`config.mk`:
```
export PLATFORM = sky130hd
export DESIGN_NAME = instr_encoder_loader_flat
export DESIGN_NICKNAME = d
export VERILOG_FILES = /design/src/rtl/instr_encoder_loader_if.sv /design/src/rtl/instr_encoder_loader.sv /design/src/flat_wrapper.sv
export SDC_FILE = /design/constraint.sdc
export NUM_CORES = 1
export LEC_CHECK = 0
export CAP_MARGIN = 20
export CELL_PAD_IN_SITES_DETAIL_PLACEMENT = 1
export CELL_PAD_IN_SITES_GLOBAL_PLACEMENT = 2
export CORE_UTILIZATION = 28
export CTS_BUF_LIST = sky130_fd_sc_hd__clkbuf_2 sky130_fd_sc_hd__clkbuf_4 sky130_fd_sc_hd__clkbuf_8
export CTS_CLUSTER_SIZE = 40
export DETAILED_ROUTE_END_ITERATION = 16
export HOLD_SLACK_MARGIN = 0.06
export PLACE_DENSITY_LB_ADDON = 0.1
export SLEW_MARGIN = 20
export SYNTH_ARGS = -nofsm -noshare
export SYNTH_HDL_FRONTEND = slang
export SYNTH_SLANG_ARGS = --single-unit
export TNS_END_PERCENT = 10
```
`constraint.sdc`:
```
create_clock -name Clock -period 2.9 [get_ports Clock]
set_input_delay 0.725 -clock Clock [delete_from_list [all_inputs] [get_ports Clock]]
set_output_delay 0.725 -clock Clock [all_outputs]
set_load 0.005 [all_outputs]
```
`src/rtl/instr_encoder_loader_if.sv`:
```
`default_nettype none
// +--------------------------------------------------------------------------+
// | instr_encoder_loader_if: tuple handshake and memory write bus            |
// | Revision: 1.0                                                             |
// +--------------------------------------------------------------------------+
interface instr_encoder_loader_if #(
  parameter int ADDR_W = 9
);
  logic              in_valid;
  logic              in_ready;
  logic [4:0]        Opcode;
  logic [3:0]        Ra;
  logic [3:0]        Rb;
  logic [3:0]        Rc;
  logic [18:0]       C;
  logic [3:0]        C2;
  logic [22:0]       Jaddr;
  logic              mem_we;
  logic [ADDR_W-1:0] mem_addr;
  logic [31:0]       mem_data;
  logic              mem_ack;

  modport master (
    output in_valid, Opcode, Ra, Rb, Rc, C, C2, Jaddr, mem_ack,
    input  in_ready, mem_we, mem_addr, mem_data
  );

  modport slave (
    input  in_valid, Opcode, Ra, Rb, Rc, C, C2, Jaddr, mem_ack,
    output in_ready, mem_we, mem_addr, mem_data
  );
endinterface
`default_nettype wire

```
`src/rtl/instr_encoder_loader.sv`:
```
`default_nettype none
// +--------------------------------------------------------------------------+
// | instr_encoder_loader: packs field tuples into IR-format words, loads mem |
// | Revision: 1.0                                                             |
// +--------------------------------------------------------------------------+
module instr_encoder_loader #(
  parameter int ADDR_W      = 9,
  parameter int START_ADDR  = 0,
  parameter int ACK_TIMEOUT = 15
) (
  input  wire logic                Clock,
  input  wire logic                Clear,
  input  wire logic                start,
  instr_encoder_loader_if.slave    bus,
  output logic                     busy,
  output logic                     done,
  output logic                     halted,
  output logic                     full,
  output logic                     timeout,
  output logic                     illegal,
  output logic [ADDR_W:0]          word_count,
  output logic [7:0]               err_count
);

  localparam int         WAIT_W    = (ACK_TIMEOUT > 1) ? $clog2(ACK_TIMEOUT) : 1;
  localparam logic [4:0] OP_HALT   = 5'b11011;

  typedef enum logic [1:0] {
    S_IDLE   = 2'd0,
    S_ACCEPT = 2'd1,
    S_WRITE  = 2'd2,
    S_DONE   = 2'd3
  } state_t;

  state_t              state_q, state_d;
  logic [ADDR_W-1:0]   addr_q, addr_d;
  logic [ADDR_W-1:0]   mem_addr_q, mem_addr_d;
  logic [31:0]         mem_data_q, mem_data_d;
  logic [ADDR_W:0]     word_count_q, word_count_d;
  logic [7:0]          err_count_q, err_count_d;
  logic [WAIT_W-1:0]   wait_q, wait_d;
  logic                halted_q, halted_d;
  logic                full_q, full_d;
  logic                timeout_q, timeout_d;
  logic                illegal_q, illegal_d;

  logic [31:0]         enc_word;
  logic                enc_legal;
  logic                last_addr;

  // Field placement mirrors the IR decode; unused bits stay zero.
  always_comb begin
    enc_word  = '0;
    enc_legal = 1'b1;
    case (bus.Opcode) inside
      [5'd0:5'd2], [5'd12:5'd14]: enc_word = {bus.Opcode, bus.Ra, bus.Rb, bus.C};
      [5'd3:5'd11]:               enc_word = {bus.Opcode, bus.Ra, bus.Rb, bus.Rc, 15'd0};
      [5'd15:5'd18]:              enc_word = {bus.Opcode, bus.Ra, bus.Rb, 19'd0};
      5'd19:                      enc_word = {bus.Opcode, bus.Ra, bus.C2, bus.C};
      [5'd20:5'd21]:              enc_word = {bus.Opcode, bus.Ra, bus.Jaddr};
      [5'd22:5'd25]:              enc_word = {bus.Opcode, bus.Ra, 23'd0};
      [5'd26:5'd27]:              enc_word = {bus.Opcode, 27'd0};
      default:                    enc_legal = 1'b0;
    endcase
  end

  assign last_addr = (addr_q == {ADDR_W{1'b1}});

  always_comb begin
    state_d      = state_q;
    addr_d       = addr_q;
    mem_addr_d   = mem_addr_q;
    mem_data_d   = mem_data_q;
    word_count_d = word_count_q;
    err_count_d  = err_count_q;
    wait_d       = wait_q;
    halted_d     = halted_q;
    full_d       = full_q;
    timeout_d    = timeout_q;
    illegal_d    = 1'b0;

    case (state_q)
      S_IDLE, S_DONE: begin
        if (start) begin
          state_d      = S_ACCEPT;
          addr_d       = ADDR_W'(START_ADDR);
          word_count_d = '0;
          err_count_d  = '0;
          halted_d     = 1'b0;
          full_d       = 1'b0;
          timeout_d    = 1'b0;
        end
      end
      S_ACCEPT: begin
        if (bus.in_valid) begin
          if (enc_legal) begin
            mem_data_d = enc_word;
            mem_addr_d = addr_q;
            wait_d     = '0;
            state_d    = S_WRITE;
          end else begin
            illegal_d = 1'b1;
            if (err_count_q != 8'hFF) err_count_d = err_count_q + 8'd1;
          end
        end
      end
      S_WRITE: begin
        if (bus.mem_ack) begin
          word_count_d = word_count_q + {{ADDR_W{1'b0}}, 1'b1};
          // The address saturates at the top word rather than wrapping.
          if (!last_addr) addr_d = addr_q + {{(ADDR_W-1){1'b0}}, 1'b1};
          if (mem_data_q[31:27] == OP_HALT) begin
            state_d  = S_DONE;
            halted_d = 1'b1;
          end else if (last_addr) begin
            state_d = S_DONE;
            full_d  = 1'b1;
          end else begin
            state_d = S_ACCEPT;
          end
        end else if (wait_q == WAIT_W'(ACK_TIMEOUT - 1)) begin
          state_d   = S_DONE;
          timeout_d = 1'b1;
        end else begin
          wait_d = wait_q + WAIT_W'(1);
        end
      end
      default: state_d = S_IDLE;
    endcase
  end

  always_ff @(posedge Clock or negedge Clear) begin
    if (!Clear) begin
      state_q      <= S_IDLE;
      addr_q       <= '0;
      mem_addr_q   <= '0;
      mem_data_q   <= '0;
      word_count_q <= '0;
      err_count_q  <= '0;
      wait_q       <= '0;
      halted_q     <= 1'b0;
      full_q       <= 1'b0;
      timeout_q    <= 1'b0;
      illegal_q    <= 1'b0;
    end else begin
      state_q      <= state_d;
      addr_q       <= addr_d;
      mem_addr_q   <= mem_addr_d;
      mem_data_q   <= mem_data_d;
      word_count_q <= word_count_d;
      err_count_q  <= err_count_d;
      wait_q       <= wait_d;
      halted_q     <= halted_d;
      full_q       <= full_d;
      timeout_q    <= timeout_d;
      illegal_q    <= illegal_d;
    end
  end

  assign bus.in_ready = (state_q == S_ACCEPT);
  assign bus.mem_we   = (state_q == S_WRITE);
  assign bus.mem_addr = mem_addr_q;
  assign bus.mem_data = mem_data_q;
  assign busy         = (state_q == S_ACCEPT) || (state_q == S_WRITE);
  assign done         = (state_q == S_DONE);
  assign halted       = halted_q;
  assign full         = full_q;
  assign timeout      = timeout_q;
  assign illegal      = illegal_q;
  assign word_count   = word_count_q;
  assign err_count    = err_count_q;

endmodule
`default_nettype wire

```
`src/flat_wrapper.sv`:
```
// flat-port wrapper written by rule: the top's interface ports become plain ports
module instr_encoder_loader_flat 
#(
  parameter int ADDR_W      = 9,
  parameter int START_ADDR  = 0,
  parameter int ACK_TIMEOUT = 15
)
  (Clock, Clear, start, busy, done, halted, full, timeout, illegal, word_count, err_count, bus_in_valid, bus_Opcode, bus_Ra, bus_Rb, bus_Rc, bus_C, bus_C2, bus_Jaddr, bus_mem_ack, bus_in_ready, bus_mem_we, bus_mem_addr, bus_mem_data);
  instr_encoder_loader_if #(.ADDR_W(ADDR_W)) bus_i ();
  input  wire logic Clock;
  input  wire logic Clear;
  input  wire logic start;
  output logic busy;
  output logic done;
  output logic halted;
  output logic full;
  output logic timeout;
  output logic illegal;
  output logic [ADDR_W:0] word_count;
  output logic [7:0] err_count;
  input wire logic [$bits(bus_i.in_valid)-1:0] bus_in_valid;
  input wire logic [$bits(bus_i.Opcode)-1:0] bus_Opcode;
  input wire logic [$bits(bus_i.Ra)-1:0] bus_Ra;
  input wire logic [$bits(bus_i.Rb)-1:0] bus_Rb;
  input wire logic [$bits(bus_i.Rc)-1:0] bus_Rc;
  input wire logic [$bits(bus_i.C)-1:0] bus_C;
  input wire logic [$bits(bus_i.C2)-1:0] bus_C2;
  input wire logic [$bits(bus_i.Jaddr)-1:0] bus_Jaddr;
  input wire logic [$bits(bus_i.mem_ack)-1:0] bus_mem_ack;
  output wire logic [$bits(bus_i.in_ready)-1:0] bus_in_ready;
  output wire logic [$bits(bus_i.mem_we)-1:0] bus_mem_we;
  output wire logic [$bits(bus_i.mem_addr)-1:0] bus_mem_addr;
  output wire logic [$bits(bus_i.mem_data)-1:0] bus_mem_data;
  assign bus_i.in_valid = bus_in_valid;
  assign bus_i.Opcode = bus_Opcode;
  assign bus_i.Ra = bus_Ra;
  assign bus_i.Rb = bus_Rb;
  assign bus_i.Rc = bus_Rc;
  assign bus_i.C = bus_C;
  assign bus_i.C2 = bus_C2;
  assign bus_i.Jaddr = bus_Jaddr;
  assign bus_i.mem_ack = bus_mem_ack;
  assign bus_in_ready = bus_i.in_ready;
  assign bus_mem_we = bus_i.mem_we;
  assign bus_mem_addr = bus_i.mem_addr;
  assign bus_mem_data = bus_i.mem_data;
  instr_encoder_loader #(.ADDR_W(ADDR_W), .START_ADDR(START_ADDR), .ACK_TIMEOUT(ACK_TIMEOUT)) u_core (.Clock(Clock), .Clear(Clear), .start(start), .bus(bus_i), .busy(busy), .done(done), .halted(halted), .full(full), .timeout(timeout), .illegal(illegal), .word_count(word_count), .err_count(err_count));
endmodule
```
==> metrics.txt, run 1 <==
# TYPE chip_impl_metric gauge
chip_impl_metric{name="syn-num-nets",unit=""} 492
chip_impl_metric{name="ir_drop",unit="mV"} 0.2892
chip_impl_metric{name="detail_route.drc_violations",unit=""} 0
chip_impl_metric{name="grt_antenna_before_repair",unit=""} 0
chip_impl_metric{name="port_buffers",unit=""} 134
chip_impl_info{name="rsz_0062_raised_after_global_routing",value="false"} 1
chip_impl_metric{name="drt.antenna.violating_nets",unit=""} 0
chip_impl_info{name="root_buffer_cell",value="clkbuf_8"} 1
chip_impl_metric{name="drt-pass1-iter-count",unit=""} 4
chip_impl_metric{name="io_pins",unit=""} 135
chip_impl_info{name="critical_path.top_delay_family",value="buffers and inverters"} 1
chip_impl_metric{name="number_of_global_route_vias_before_repair",unit=""} 3925
chip_impl_info{name="worst_path_most_repeated_cell",value="inv_1"} 1
chip_impl_metric{name="core-area",unit="um^2"} 13880
chip_impl_metric{name="grt_util_all_layers",unit="%"} 18.30
chip_impl_metric{name="timing.max_slew.rel_slack",unit="%"} 38.03
chip_impl_metric{name="synthCells",unit=""} 414
chip_impl_metric{name="drv.max_cap_violation_count",unit=""} 0
chip_impl_metric{name="cts_resized",unit=""} 0
chip_impl_metric{name="clock.fmax",unit="MHz"} 372.9
chip_impl_metric{name="num-nets-final",unit=""} 632
chip_impl_metric{name="synth-seq-cells",unit=""} 78
chip_impl_metric{name="seq_area_frac_synth",unit="%"} 49.12
chip_impl_metric{name="insertion_delay",unit="ns"} 0.37
chip_impl_info{name="timing_worst_setup_path_type",value="flop to output port"} 1
chip_impl_metric{name="cts_setup_buffers",unit=""} 0
chip_impl_metric{name="yosysWarnings",unit=""} 0
chip_impl_metric{name="die-width",unit="um"} 121.1
chip_impl_metric{name="drt_iter0_markers",unit=""} 123
chip_impl_metric{name="clock_tree.htree_level_count",unit=""} 3
chip_impl_info{name="crit_path_start_kind",value="flop"} 1
chip_impl_info{name="hold_path_class",value="input pin to asynchronous set/reset pin"} 1
chip_impl_metric{name="detailedPlacementHpwl",unit="mm"} 9.574
chip_impl_metric{name="setup_total_negative_slack",unit="ns"} 0
chip_impl_metric{name="cp_max_fo",unit=""} 8
chip_impl_metric{name="syn_area_per_cell",unit="um^2"} 9.599
chip_impl_metric{name="post-route-period-util",unit="%"} 92.46
chip_impl_metric{name="ctsHoldBuffers",unit=""} 0
chip_impl_metric{name="hold_violations",unit=""} 0
chip_impl_metric{name="finalWeightedCongestion",unit=""} 0.7860
chip_impl_info{name="dominantRegCellSynth",value="dfrtp_1"} 1
chip_impl_metric{name="grt_pass1_wl",unit="mm"} 20.46
chip_impl_metric{name="via_per_inst",unit=""} 5.115
chip_impl_metric{name="final_max_slew_viol_count",unit=""} 0
chip_impl_info{name="tritoncts",value="done"} 1
chip_impl_metric{name="power.density",unit="nW/um^2"} 758.0
chip_impl_metric{name="skew",unit="ns"} 0.009445
chip_impl_metric{name="regToRegSetupSlack",unit="ns"} 0.53
chip_impl_metric{name="cp.required",unit="ns"} 2.17
chip_impl_metric{name="cts_sinks",unit=""} 78
chip_impl_metric{name="synth_unique_cells",unit=""} 61
chip_impl_metric{name="initial_utilization",unit="%"} 28.63
chip_impl_info{name="run_status",value="complete, no violations"} 1
chip_impl_metric{name="pin_count_of_the_biggest_net_entering_global_routing",unit=""} 43
chip_impl_metric{name="grt-ovfl-total",unit=""} 0
chip_impl_metric{name="wirelength",unit="mm"} 12.73
chip_impl_info{name="setup.worst_path.end_class",value="output port"} 1
chip_impl_metric{name="power.leakage",unit="nW"} 2.369
chip_impl_metric{name="clk_transition_reported_paths",unit="ns"} 0.09
chip_impl_metric{name="routed-via-count",unit=""} 3780
chip_impl_metric{name="setup_viol",unit=""} 0
chip_impl_metric{name="die_ar",unit="um^2"} 14670
chip_impl_metric{name="numCtsBuffers",unit=""} 9
chip_impl_metric{name="period_minus_slack",unit="ns"} 2.681
chip_impl_metric{name="ctsLongestPathBuffers",unit=""} 2
chip_impl_metric{name="drive_above_1_share",unit="%"} 8.945
chip_impl_metric{name="synth_edf_count",unit=""} 0
chip_impl_metric{name="final.hold.worst_slack",unit="ns"} 0.3682
chip_impl_metric{name="slowest_delay",unit="ns"} 0.52
chip_impl_metric{name="syn2layout_area_growth",unit="%"} 44.46
chip_impl_metric{name="fp.dieH",unit="um"} 121.1
chip_impl_info{name="timing.critical_path.slowest_stage_cell",value="clkdlybuf4s50_1"} 1
chip_impl_metric{name="worst_ep_arrival_time",unit="ns"} 1.96
chip_impl_metric{name="synth.cell_area",unit="um^2"} 3974
chip_impl_metric{name="routed_wire_length_per_instance",unit="um"} 17.22
chip_impl_metric{name="crit_buf_inv",unit=""} 3
chip_impl_metric{name="antenna_cells_inserted",unit=""} 0
chip_impl_info{name="critical_path.cell_chain",value="inv_1 > ha_1 > inv_1 > clkdlybuf4s50_1"} 1
chip_impl_metric{name="fp-row-count",unit=""} 43
chip_impl_metric{name="slew_at_the_pin_closest_to_its_max_slew_limit",unit="ns"} 0.9295
chip_impl_metric{name="async_flop_share",unit="%"} 100.0
flip-flops by register name (all words and copies together), names as in the netlist:
signal               count
u_core.addr_q            9
u_core.bus.mem_addr      9
u_core.bus.mem_data     32
u_core.err_count         8
u_core.full              1
u_core.halted            1
u_core.illegal           1
u_core.state_q           2
u_core.timeout           1
u_core.wait_q            4
u_core.word_count       10
worst reg2reg max path: stages (launching register included):
cell	delay, ns
dfrtp_1	0.43
ha_1	0.25
nand3_1	0.09
nor2_1	0.05
ha_1	0.23
nand2b_1	0.23
a21o_1	0.34
or4_1	0.50
a21oi_1	0.17
synth_stat cells (4+ instances only):
library cell   n  area [um^2]
or3_1          4        25.02
and2_1         4        25.02
dfrtp_1       78         1952
clkbuf_1      10        37.54
o31ai_1       11        82.58
o21ai_0       17        85.08
a22o_1         4        35.03
nand4_1       11        68.82
nand2b_1       6        37.54
nand3_1       16        80.08
a22oi_1        4        30.03
nor2_1        52        195.2
a21oi_1       18        90.09
inv_1          9        33.78
a221oi_1      15        131.4
o22ai_1        5        31.28
ha_1          10        125.1
or4_1          8        60.06
buf_2          6        30.03
xor2_1         5        43.79
nand2_1       63        236.5
a222oi_1       4        40.04
cells in the final DEF (no fill, tap or decap), types with 3 or more instances in the layout:
master,n
nand4_1,11
buf_4,17
a22oi_1,4
clkdlybuf4s50_1,133
ha_1,10
or4_1,8
a211oi_1,3
o21ai_0,17
nand2_1,63
nor2_1,51
a221oi_1,15
a222oi_1,4
o22ai_1,5
or3_1,4
mux2i_1,3
a21oi_1,18
inv_1,9
and2_1,4
and3_1,3
xor2_1,5
xnor2_1,3
clkbuf_8,10
clkinvlp_4,3
a22o_1,4
nand2b_1,6
nand3_1,15
o31ai_1,11
dfrtp_1,78
through the flow:
stage / area, um^2 / worst slack [ns] / utilization, % / instances / total power, mW
after floorplan: 3974 / 0.8611 / - / 414 / 2.535
after global placement: 5558 / 0.1169 / 40.04 / 723 / 3.563
after detailed placement: 5558 / 0.003869 / 40.04 / 723 / 3.603
after CTS: 5741 / 0.1838 / 41.36 / 739 / 4.420
after global routing: 5741 / 0.09497 / 41.36 / 739 / 4.692
final: 5741 / 0.2186 / 41.36 / 739 / 4.351
final cells by class:
class	instances	area (um^2)
Tap cell	180	225.2
Timing Repair Buffer	151	1479
Clock buffer	10	137.6
Inverter	9	33.78
Clock inverter	6	45.04
Fill cell	1628	8140
Multi-Input combinational cell	305	1868
Sequential cell	78	1952
layer usage:
layer / vias to the layer above / GRT usage (%) / share of wire [%]
met5: - / 0 / 0
met1: 1875 / 22.87 / 44
li1: 1782 / - / -
met4: 0 / 7.407 / 2.0
met2: 107 / 28.96 / 46
met3: 16 / 6.015 / 7.4
cell families (layout without fill, tap and decap cells):
| logic type | after synthesis | count (layout) | share of synthesized area [%] |
|---|---|---|---|
| mux | 7 | 7 | 2.046 |
| xor+xnor | 8 | 8 | 1.763 |
| flops | 78 | 78 | 49.12 |
| simple gates | 183 | 183 | 22.36 |
| fa+ha+maj | 10 | 10 | 3.149 |
| buf+inv | 31 | 176 | 4.062 |
| compound gates | 97 | 97 | 17.51 |
path summary, 6_finish.rpt:
check / cells past startpoint / end / startpoint
worst max-delay path: 4 / busy / u_core.state_q[0]
worst min-delay path: 1 / u_core.bus.mem_addr[3] / Clear
worst max register to register: 8 / u_core.addr_q[7] / u_core.addr_q[0]
worst min register to register: 2 / u_core.bus.mem_addr[2] / u_core.bus.mem_addr[2]
max in group asynchronous: 2 / u_core.bus.mem_data[23] / Clear
min in group Clock: 2 / u_core.bus.mem_addr[2] / u_core.bus.mem_addr[2]
power breakdown:
group          total [mW]  switching, mW  leakage (nW)  internal (mW)
Clock               0.788          0.450        0.0853          0.339
Combinational        1.99          0.972          1.26           1.02
Sequential           1.57          0.210          1.02           1.36
Total                4.35           1.63          2.37           2.72
Note: power is estimated with default switching activity, not from simulation.
==> inputs of run 2 (changes only) <==
--- a/config.mk
+++ b/config.mk
@@ -8,7 +8,7 @@
 export CAP_MARGIN = 20
 export CELL_PAD_IN_SITES_DETAIL_PLACEMENT = 1
 export CELL_PAD_IN_SITES_GLOBAL_PLACEMENT = 2
-export CORE_UTILIZATION = 28
+export CORE_UTILIZATION = 30
 export CTS_BUF_LIST = sky130_fd_sc_hd__clkbuf_2 sky130_fd_sc_hd__clkbuf_4 sky130_fd_sc_hd__clkbuf_8
 export CTS_CLUSTER_SIZE = 40
 export DETAILED_ROUTE_END_ITERATION = 16
==> constraint.sdc (replaced) <==
create_clock -name Clock -period 3.4 [get_ports Clock]
set_input_delay 0.85 -clock Clock [delete_from_list [all_inputs] [get_ports Clock]]
set_output_delay 0.85 -clock Clock [all_outputs]
set_load 0.005 [all_outputs]
==> run 2 against run 1 <==
Compared with the run above:
- die area decreased by 6.6%
- cell count fell by 2.4%
- register-to-register slack gained 0.51 ns
- flip-flop and latch count is the same
- combinational power decreased by 20%
- critical path depth stayed put
- sequential power shrank 15%
- first-iteration DRC count unchanged
- sequential share of layout area rose by 0.32 points
- clock skew down 0.0022 ns
- worst setup slack better by 0.36 ns
- clock power up 0.6%
- critical path type unchanged
- critical endpoint unchanged
- largest power group unchanged
- highest routed layer unchanged
==> metrics.txt, run 2 (same netlist as run 1, synthesis figures left out) <==
# TYPE chip_impl_metric gauge
chip_impl_info{name="run_status",value="complete, no violations"} 1
chip_impl_info{name="tritoncts",value="done"} 1
chip_impl_metric{name="insertion_delay",unit="ns"} 0.35
chip_impl_metric{name="slew_at_the_pin_closest_to_its_max_slew_limit",unit="ns"} 0.9081
chip_impl_metric{name="io_pins",unit=""} 135
chip_impl_metric{name="post-route-period-util",unit="%"} 82.86
chip_impl_metric{name="fp.dieH",unit="um"} 117.1
chip_impl_metric{name="drv.max_cap_violation_count",unit=""} 0
chip_impl_metric{name="clock_tree.htree_level_count",unit=""} 3
chip_impl_metric{name="port_buffers",unit=""} 134
chip_impl_info{name="crit_path_start_kind",value="flop"} 1
chip_impl_metric{name="cp.required",unit="ns"} 2.55
chip_impl_metric{name="grt-ovfl-total",unit=""} 0
chip_impl_info{name="timing.critical_path.slowest_stage_cell",value="clkdlybuf4s50_1"} 1
chip_impl_metric{name="pin_count_of_the_biggest_net_entering_global_routing",unit=""} 79
chip_impl_metric{name="cp_max_fo",unit=""} 8
chip_impl_metric{name="fp-row-count",unit=""} 41
chip_impl_metric{name="grt.met1_usage",unit="%"} 22.81
chip_impl_metric{name="detailedPlacementHpwl",unit="mm"} 8.577
chip_impl_metric{name="drt-pass1-iter-count",unit=""} 5
chip_impl_info{name="mostFrequentLayoutCell",value="clkdlybuf4s50_1"} 1
chip_impl_info{name="top_usage_layer",value="met2"} 1
chip_impl_metric{name="setup_ws",unit="ns"} 0.5826
chip_impl_metric{name="core-area",unit="um^2"} 12770
chip_impl_info{name="setup.worst_path.end_class",value="output port"} 1
chip_impl_metric{name="via_per_inst",unit=""} 5.051
chip_impl_metric{name="ctsLongestPathBuffers",unit=""} 2
chip_impl_metric{name="slowest_delay",unit="ns"} 0.52
chip_impl_metric{name="setup_total_negative_slack",unit="ns"} 0
chip_impl_metric{name="power.leakage",unit="nW"} 2.349
chip_impl_metric{name="number_of_global_route_vias_before_repair",unit=""} 3588
chip_impl_info{name="root_buffer_cell",value="clkbuf_8"} 1
chip_impl_metric{name="setup_viol",unit=""} 0
chip_impl_metric{name="grt_antenna_before_repair",unit=""} 0
chip_impl_info{name="critical_path.top_delay_family",value="buffers and inverters"} 1
chip_impl_metric{name="final_util",unit="%"} 44.52
chip_impl_metric{name="clk_transition_reported_paths",unit="ns"} 0.08
chip_impl_metric{name="routed-via-count",unit=""} 3642
chip_impl_metric{name="cts_resized",unit=""} 0
chip_impl_metric{name="initial_utilization",unit="%"} 31.11
chip_impl_metric{name="clock.fmax",unit="MHz"} 354.9
chip_impl_metric{name="preCtsSetupSlack",unit="ns"} 0.5381
chip_impl_metric{name="die_ar",unit="um^2"} 13710
chip_impl_metric{name="drt.antenna.violating_nets",unit=""} 0
chip_impl_metric{name="worst_ep_arrival_time",unit="ns"} 1.97
chip_impl_info{name="hold_path_class",value="flop to flop"} 1
chip_impl_metric{name="global_route.usage.met2",unit="%"} 30.02
chip_impl_metric{name="die-width",unit="um"} 117.1
chip_impl_metric{name="power.density",unit="nW/um^2"} 655.2
chip_impl_metric{name="antenna_cells_inserted",unit=""} 0
chip_impl_metric{name="drt_iter0_markers",unit=""} 123
chip_impl_metric{name="final_max_slew_viol_count",unit=""} 0
chip_impl_metric{name="num-nets-final",unit=""} 622
chip_impl_metric{name="crit_buf_inv",unit=""} 3
chip_impl_metric{name="finalWeightedCongestion",unit=""} 0.6848
chip_impl_metric{name="wirelength",unit="mm"} 11.77
chip_impl_metric{name="ir_drop",unit="mV"} 0.2624
chip_impl_metric{name="largest_register_ffs",unit=""} 32
chip_impl_metric{name="numCtsBuffers",unit=""} 9
chip_impl_metric{name="final.hold.worst_slack",unit="ns"} 0.4784
chip_impl_info{name="critical_path.cell_chain",value="inv_1 > ha_1 > inv_1 > clkdlybuf4s50_1"} 1
chip_impl_metric{name="skew",unit="ns"} 0.007255
chip_impl_info{name="rsz_0062_raised_after_global_routing",value="false"} 1
chip_impl_metric{name="grt_pass1_wl",unit="mm"} 18.67
chip_impl_metric{name="grt_use_met3",unit="%"} 4.428
chip_impl_metric{name="ctsHoldBuffers",unit=""} 0
chip_impl_metric{name="period_minus_slack",unit="ns"} 2.817
chip_impl_metric{name="detail_route.drc_violations",unit=""} 0
chip_impl_metric{name="routed_wire_length_per_instance",unit="um"} 16.32
chip_impl_metric{name="hold_violations",unit=""} 0
chip_impl_metric{name="drive_above_1_share",unit="%"} 7.286
chip_impl_info{name="most-common-layout-cells",value="133 x clkdlybuf4s50_1, 78 x dfrtp_1, 63 x nand2_1"} 1
chip_impl_info{name="timing_worst_setup_path_type",value="flop to output port"} 1
chip_impl_metric{name="cts_setup_buffers",unit=""} 0
chip_impl_metric{name="syn2layout_area_growth",unit="%"} 43.10
chip_impl_info{name="worst_path_most_repeated_cell",value="inv_1"} 1
chip_impl_metric{name="timing.max_slew.rel_slack",unit="%"} 39.19
chip_impl_metric{name="grt_util_all_layers",unit="%"} 18.07
chip_impl_metric{name="cts_sinks",unit=""} 78
[run 2: final cells by class]
cell class | instances | area, um^2
Clock buffer | 12 | 152.6
Clock inverter | 4 | 70.07
Fill cell | 1469 | 7087
Inverter | 9 | 33.78
Multi-Input combinational cell | 305 | 1868
Sequential cell | 78 | 1952
Tap cell | 172 | 215.2
Timing Repair Buffer | 141 | 1395
[run 2: metrics by stage]
stage	std cells	power, mW	area, um^2
floorplan	414	2.162	3974
global placement	705	2.934	5460
detailed placement	705	2.978	5460
CTS	721	3.800	5683
global route	721	4.015	5687
finish	721	3.726	5687
[run 2: worst reg2reg max path: cells and delay by family, from the launching register on]
family / cells / cell delay [ns]
compound gates: 2 / 0.51
fa+ha+maj: 1 / 0.43
simple gates: 2 / 0.85
flops: 1 / 0.41
buf+inv: 1 / 0.08
[run 2: final timing paths]
| path | from | end | slack, ns | depth (start not counted) |
|---|---|---|---|---|
| worst max register to register | u_core.state_q[0] | u_core.err_count[4] | 1.04 | 6 |
| worst min register to register | u_core.bus.mem_addr[6] | u_core.bus.mem_addr[6] | 0.48 | 2 |
| worst min-delay path | u_core.bus.mem_addr[6] | u_core.bus.mem_addr[6] | 0.48 | 2 |
| worst max-delay path | u_core.state_q[0] | busy | 0.58 | 4 |
| min in group asynchronous | Clear | u_core.word_count[9] | 0.54 | 1 |
| max in group asynchronous | Clear | u_core.bus.mem_data[10] | 2.37 | 1 |
[run 2: routing by layer]
layer	up-vias	wire length, um
met5	-	0
met4	0	137
met3	10	593
met2	75	5830
met1	1790	5206
li1	1767	-
[run 2: where the power goes]
group / total [mW] / leakage [nW] / internal (mW) / switching (mW)
Combinational: 1.60 / 1.21 / 0.808 / 0.788
Sequential: 1.34 / 1.02 / 1.16 / 0.176
Clock: 0.793 / 0.117 / 0.448 / 0.344
